[config.mk]
export PLATFORM = sky130hd
export DESIGN_NAME = sram_arbiter
export DESIGN_NICKNAME = d
export VERILOG_FILES = /design/src/rtl/sram_arbiter.sv
export SDC_FILE = /design/constraint.sdc
export NUM_CORES = 1
export LEC_CHECK = 0
export BUFFER_PORTS_ARGS = -buffer_cell sky130_fd_sc_hd__buf_2
export CORE_AREA = 10 10 204 206
export CTS_CLUSTER_DIAMETER = 30
export DETAILED_ROUTE_END_ITERATION = 16
export DIE_AREA = 0 0 214 216
export PLACE_DENSITY_LB_ADDON = 0.3
export RECOVER_POWER = 25
export SLEW_MARGIN = 10
export SYNTH_ARGS = -nofsm -noshare
export SYNTH_HDL_FRONTEND = slang
export SYNTH_SLANG_ARGS = --single-unit
[constraint.sdc]
create_clock -name i_clk -period 1.76 [get_ports i_clk]
set_input_delay 0.088 -clock i_clk [delete_from_list [all_inputs] [get_ports i_clk]]
set_output_delay 0.088 -clock i_clk [all_outputs]
set_load 0.1 [all_outputs]
[src/rtl/sram_arbiter.sv]
// rtl/sram_arbiter.sv - round-robin arbiter sharing one single-port SRAM among NUM_REQ clients
//
// Ports:
//   i_clk, i_nrst        clock, asynchronous active-low reset
//   i_req_*              per-requester valid/op/addr/wdata/bitmask (flattened, requester k at slice k)
//   o_req_ready          one-hot grant, handshake = valid & ready
//   o_rsp_valid/data     one-hot read response, data shared and passed through from the SRAM
//   o_sram_*, i_sram_rdata  registered SRAM control and its read data
module sram_arbiter #(
   parameter int NUM_REQ    = 2,
   parameter int DEPTH      = 64,
   parameter int SRAM_WIDTH = 64,
   localparam int ADDR_WIDTH = $clog2(DEPTH)
) (
   input  logic                             i_clk,
   input  logic                             i_nrst,
   input  logic [NUM_REQ-1:0]               i_req_valid,
   input  logic [NUM_REQ-1:0]               i_req_write,
   input  logic [NUM_REQ*ADDR_WIDTH-1:0]    i_req_addr,
   input  logic [NUM_REQ*SRAM_WIDTH-1:0]    i_req_wdata,
   input  logic [NUM_REQ*SRAM_WIDTH-1:0]    i_req_bitmask,
   output logic [NUM_REQ-1:0]               o_req_ready,
   output logic [NUM_REQ-1:0]               o_rsp_valid,
   output logic [SRAM_WIDTH-1:0]            o_rsp_data,
   output logic                             o_sram_en_n,
   output logic                             o_sram_we,
   output logic [ADDR_WIDTH-1:0]            o_sram_addr,
   output logic [SRAM_WIDTH-1:0]            o_sram_wdata,
   output logic [SRAM_WIDTH-1:0]            o_sram_bitmask,
   input  logic [SRAM_WIDTH-1:0]            i_sram_rdata
);

   localparam int PTR_W = (NUM_REQ > 1) ? $clog2(NUM_REQ) : 1;

   logic [PTR_W-1:0]      ptr_q, ptr_d;
   logic                  en_n_q, en_n_d;
   logic                  we_q, we_d;
   logic [ADDR_WIDTH-1:0] addr_q, addr_d;
   logic [SRAM_WIDTH-1:0] wdata_q, wdata_d;
   logic [SRAM_WIDTH-1:0] bitmask_q, bitmask_d;
   // Two-stage read tag: stage 1 = SRAM inputs being driven, stage 2 = SRAM output valid
   logic                  tag1_valid_q, tag1_valid_d;
   logic [PTR_W-1:0]      tag1_id_q, tag1_id_d;
   logic                  tag2_valid_q, tag2_valid_d;
   logic [PTR_W-1:0]      tag2_id_q, tag2_id_d;

   logic [NUM_REQ-1:0]    grant;
   logic [PTR_W-1:0]      grant_id;
   logic                  found;
   int                    scan;

   // Scan from the pointer upward, wrapping modulo NUM_REQ; first valid wins.
   always_comb begin
      grant    = '0;
      grant_id = '0;
      found    = 1'b0;
      scan     = 0;
      for (int i = 0; i < NUM_REQ; i++) begin
         scan = int'(ptr_q) + i;
         if (scan >= NUM_REQ) scan = scan - NUM_REQ;
         if (!found && i_req_valid[scan]) begin
            found    = 1'b1;
            grant_id = PTR_W'(scan);
         end
      end
      if (found) grant[grant_id] = 1'b1;
   end

   // No grant may be presented while reset is held.
   assign o_req_ready = grant & {NUM_REQ{i_nrst}};

   always_comb begin
      ptr_d        = ptr_q;
      en_n_d       = 1'b1;
      we_d         = we_q;
      addr_d       = addr_q;
      wdata_d      = wdata_q;
      bitmask_d    = bitmask_q;
      tag1_valid_d = 1'b0;
      tag1_id_d    = tag1_id_q;
      tag2_valid_d = tag1_valid_q;
      tag2_id_d    = tag1_id_q;
      if (found) begin
         ptr_d     = (grant_id == PTR_W'(NUM_REQ - 1)) ? '0 : grant_id + PTR_W'(1);
         en_n_d    = 1'b0;
         we_d      = i_req_write[grant_id];
         addr_d    = i_req_addr[int'(grant_id)*ADDR_WIDTH +: ADDR_WIDTH];
         wdata_d   = i_req_wdata[int'(grant_id)*SRAM_WIDTH +: SRAM_WIDTH];
         // Reads never carry a write mask to the SRAM.
         bitmask_d = i_req_write[grant_id] ?
                     i_req_bitmask[int'(grant_id)*SRAM_WIDTH +: SRAM_WIDTH] : '0;
         tag1_valid_d = ~i_req_write[grant_id];
         tag1_id_d    = grant_id;
      end
   end

   always_ff @(posedge i_clk or negedge i_nrst) begin
      if (!i_nrst) begin
         ptr_q        <= '0;
         en_n_q       <= 1'b1;
         we_q         <= 1'b0;
         addr_q       <= '0;
         wdata_q      <= '0;
         bitmask_q    <= '0;
         tag1_valid_q <= 1'b0;
         tag1_id_q    <= '0;
         tag2_valid_q <= 1'b0;
         tag2_id_q    <= '0;
      end else begin
         ptr_q        <= ptr_d;
         en_n_q       <= en_n_d;
         we_q         <= we_d;
         addr_q       <= addr_d;
         wdata_q      <= wdata_d;
         bitmask_q    <= bitmask_d;
         tag1_valid_q <= tag1_valid_d;
         tag1_id_q    <= tag1_id_d;
         tag2_valid_q <= tag2_valid_d;
         tag2_id_q    <= tag2_id_d;
      end
   end

   always_comb begin
      o_rsp_valid = '0;
      if (tag2_valid_q) o_rsp_valid[tag2_id_q] = 1'b1;
   end

   assign o_rsp_data     = i_sram_rdata;
   assign o_sram_en_n    = en_n_q;
   assign o_sram_we      = we_q;
   assign o_sram_addr    = addr_q;
   assign o_sram_wdata   = wdata_q;
   assign o_sram_bitmask = bitmask_q;

endmodule

==> impl_metrics.yaml <==
clock_network:
  cts_made_buffers: 17
  clock_sinks: 141
  clk_path_buf_depth: 2
  cts_tree: "built"
  h-tree-depth: 4
  cts_root_buf: "clkbuf_16"
  clk_pin_slew_ns: 0.07
  insertion_delay_ns: 0.43
floorplan:
  die_area_um2: 46200
  die_h_um: 216
  initial_core_util_pct: 20.5
  io_pins: 542
  fp-row-count: 71
  core_region_area_um2: 37400
  die_w_um: 214
power_and_ir_drop:
  finalPower_mw: 13.1
  ir_worst_vdd_v: 0.000647
  p_leak_nw: 5.95
  power_density_nw_per_um2: 994
yosys:
  yosysWarnings: 0
  ys_async_sr_fraction_pct: 100
  ys.flop_type: "dfrtp_1"
  syn_area_um2: 7650
  synth_top_area_share_pct: 45.8
  syn_area_per_cell_um2: 8.93
  synth_most_common_cell: "nand2_1"
  netlist_top_cells_count: "nand2_1, dfrtp_1, a32oi_1"
  synth_seq_cells: 141
  synth_cells: 857
  synth_top_area_cell: "dfrtp_1"
  ys_seq_area_share_pct: 46.1
  syn-num-nets: 1195
  synth_top_cells_by_area: "dfrtp_1, a32oi_1, nand2_1"
  ys_types: 23
  synth_edf_count: 0
place:
  gp_congestion: 0.804
  hpwl_um: 24900
  dp_slack_ns: 0.220
  portBuffers: 413
detailed_routing:
  firstDrtPassIters: 4
  via_per_inst: 4.80
  routed_wl_um: 38200
  vias: 9351
  route.detailed.drc: 0
  wire_per_inst_um: 19.6
  detail-route-antenna-nets: 0
  drtIter0Drc: 820
final_layout:
  final_nets: 1761
  antennaDiodeCount: 0
  syn_to_final_growth_pct: 72.4
  drive_gt1_share_pct: 33.8
  fillerInstances: 3733
global_route:
  grt_antenna_before_repair: 1
  gr-usage-all-layers_pct: 15.8
  grt_max_degree: 103
  grt_first_pass_wirelength_um: 58800
  grt_pass1_vias: 9864
  grt-ovfl-total: 0
timing:
  fin_crit_ns: 1.69
  timing.final.crit_share_pct: 96.3
  max_freq_mhz: 590
  slew_headroom_pct: 54.7
  hold_viol: 0
  worst_pin_slew_ns: 0.680
  rsz0062_at_grt: "false"
  final.setup.tns_ns: 0
  setup_ws_ns: 0.0658
  skew_ns: 0.00667
  setup_viol: 0
  slew_violations: 0
min_path:
  hp-class: "in -> reg"
critical_path:
  end_kind: "flip-flop"
  arrival_ns: 2.06
  required_ns: 2.12
  crit_fanout: 4
  crit_path_start_kind: "flip-flop"
  worstSetupPathType: "reg -> reg"
run:
  drv_cap: 0
run_status:
  outcome: "finished clean"
stage by stage:
stage | util [%] | hold slack, ns | instances | instance area [µm²]
3_5_place_dp | 26.3 | 0.0194 | 1646 | 9850
2_1_floorplan | - | -0.208 | 857 | 7650
5_1_grt | 35.3 | 0.0167 | 1947 | 13200
4_1_cts | 35.3 | 0.00165 | 1945 | 13200
6_report | 35.3 | 0.0330 | 1947 | 13200
3_3_place_gp | 26.3 | 0.0255 | 1646 | 9850
path summary, 6_finish.rpt:
check                                  start                 to  slack, ns  cells past startpoint
hold reg to reg                 tag1_valid_q       tag2_valid_q       0.35                      0
setup reg to reg                       ptr_q       tag1_valid_q       0.07                      4
min in group asynchronous             i_nrst          tag2_id_q       0.14                      2
max in group asynchronous             i_nrst   o_sram_wdata[46]       0.59                      3
setup / recovery                       ptr_q       tag1_valid_q       0.07                      4
hold / removal             i_req_bitmask[67]  o_sram_bitmask[3]       0.03                      3
metal layers:
layer,global-route usage [%],share of wire (%)
met5,0,0.034
met1,19.3,42
met2,25.2,47
met4,6.14,2.7
met3,5.36,8.2
where the power goes:
part | switching [mW] | internal [mW] | leakage (nW) | total (mW)
clock | 1.56 | 2.46 | 0.314 | 4.02
combinational | 3.93 | 1.31 | 3.87 | 5.24
sequential | 0.243 | 3.61 | 1.76 | 3.85
area by class of cell:
cell class / instances / area, µm² / area share [%]
timing repair buffer: 706 / 5150 / 39.1
sequential: 141 / 3530 / 26.8
multi-input combinational: 554 / 3210 / 24.4
tap: 511 / 639 / 4.85
clock buffer: 19 / 453 / 3.43
clock inverter: 13 / 186 / 1.41
inverter: 3 / 16.3 / 0.123
repair_timing:
item / in CTS / in global routing
cloned: 1 / 0
hold buffers: 264 / 1
setup endpoints to repair: 2 / 1
setup buffers: 2 / 1
endpoints found under the hold margin: 278 / 1
resized for setup: 2 / 0
sequential cells by signal (all words and copies together), names as in the netlist:
name	count
o_sram_wdata	64
o_sram_bitmask	64
ptr_q	1
o_sram_we	1
o_sram_en_n	1
tag1_id_q	1
tag2_valid_q	1
tag2_id_q	1
o_sram_addr	6
tag1_valid_q	1
critical path: stages, from the launching register on:
cell and delay (ns):
dfrtp_1 0.39, nand2b_4 0.18, buf_4 0.17, a221oi_1 0.31, dlygate4sd3_1 0.59
placed cells by master, fill, tap and decap left out, drive strengths merged, types with 2 or more instances in the layout:
master,netlist,routed
buf,102,439
clkbuf,57,20
a32oi,128,128
bufinv,0,4
nand3,72,72
o21ai,65,65
and2,2,2
dfrtp,140,140
inv,3,6
o211ai,70,70
and3,2,2
dlygate4sd3,0,265
nand2,208,208
clkinv,0,5
cell families after synthesis:
group | Yosys count | share of synthesized area [%]
AO/OA/AOI/OAI | 265 | 26.0
flip-flops | 141 | 46.1
AND/OR/NAND/NOR | 289 | 15.7
buffers and inverters | 162 | 12.2
No activity file was read; power rests on OpenSTA's default activity.
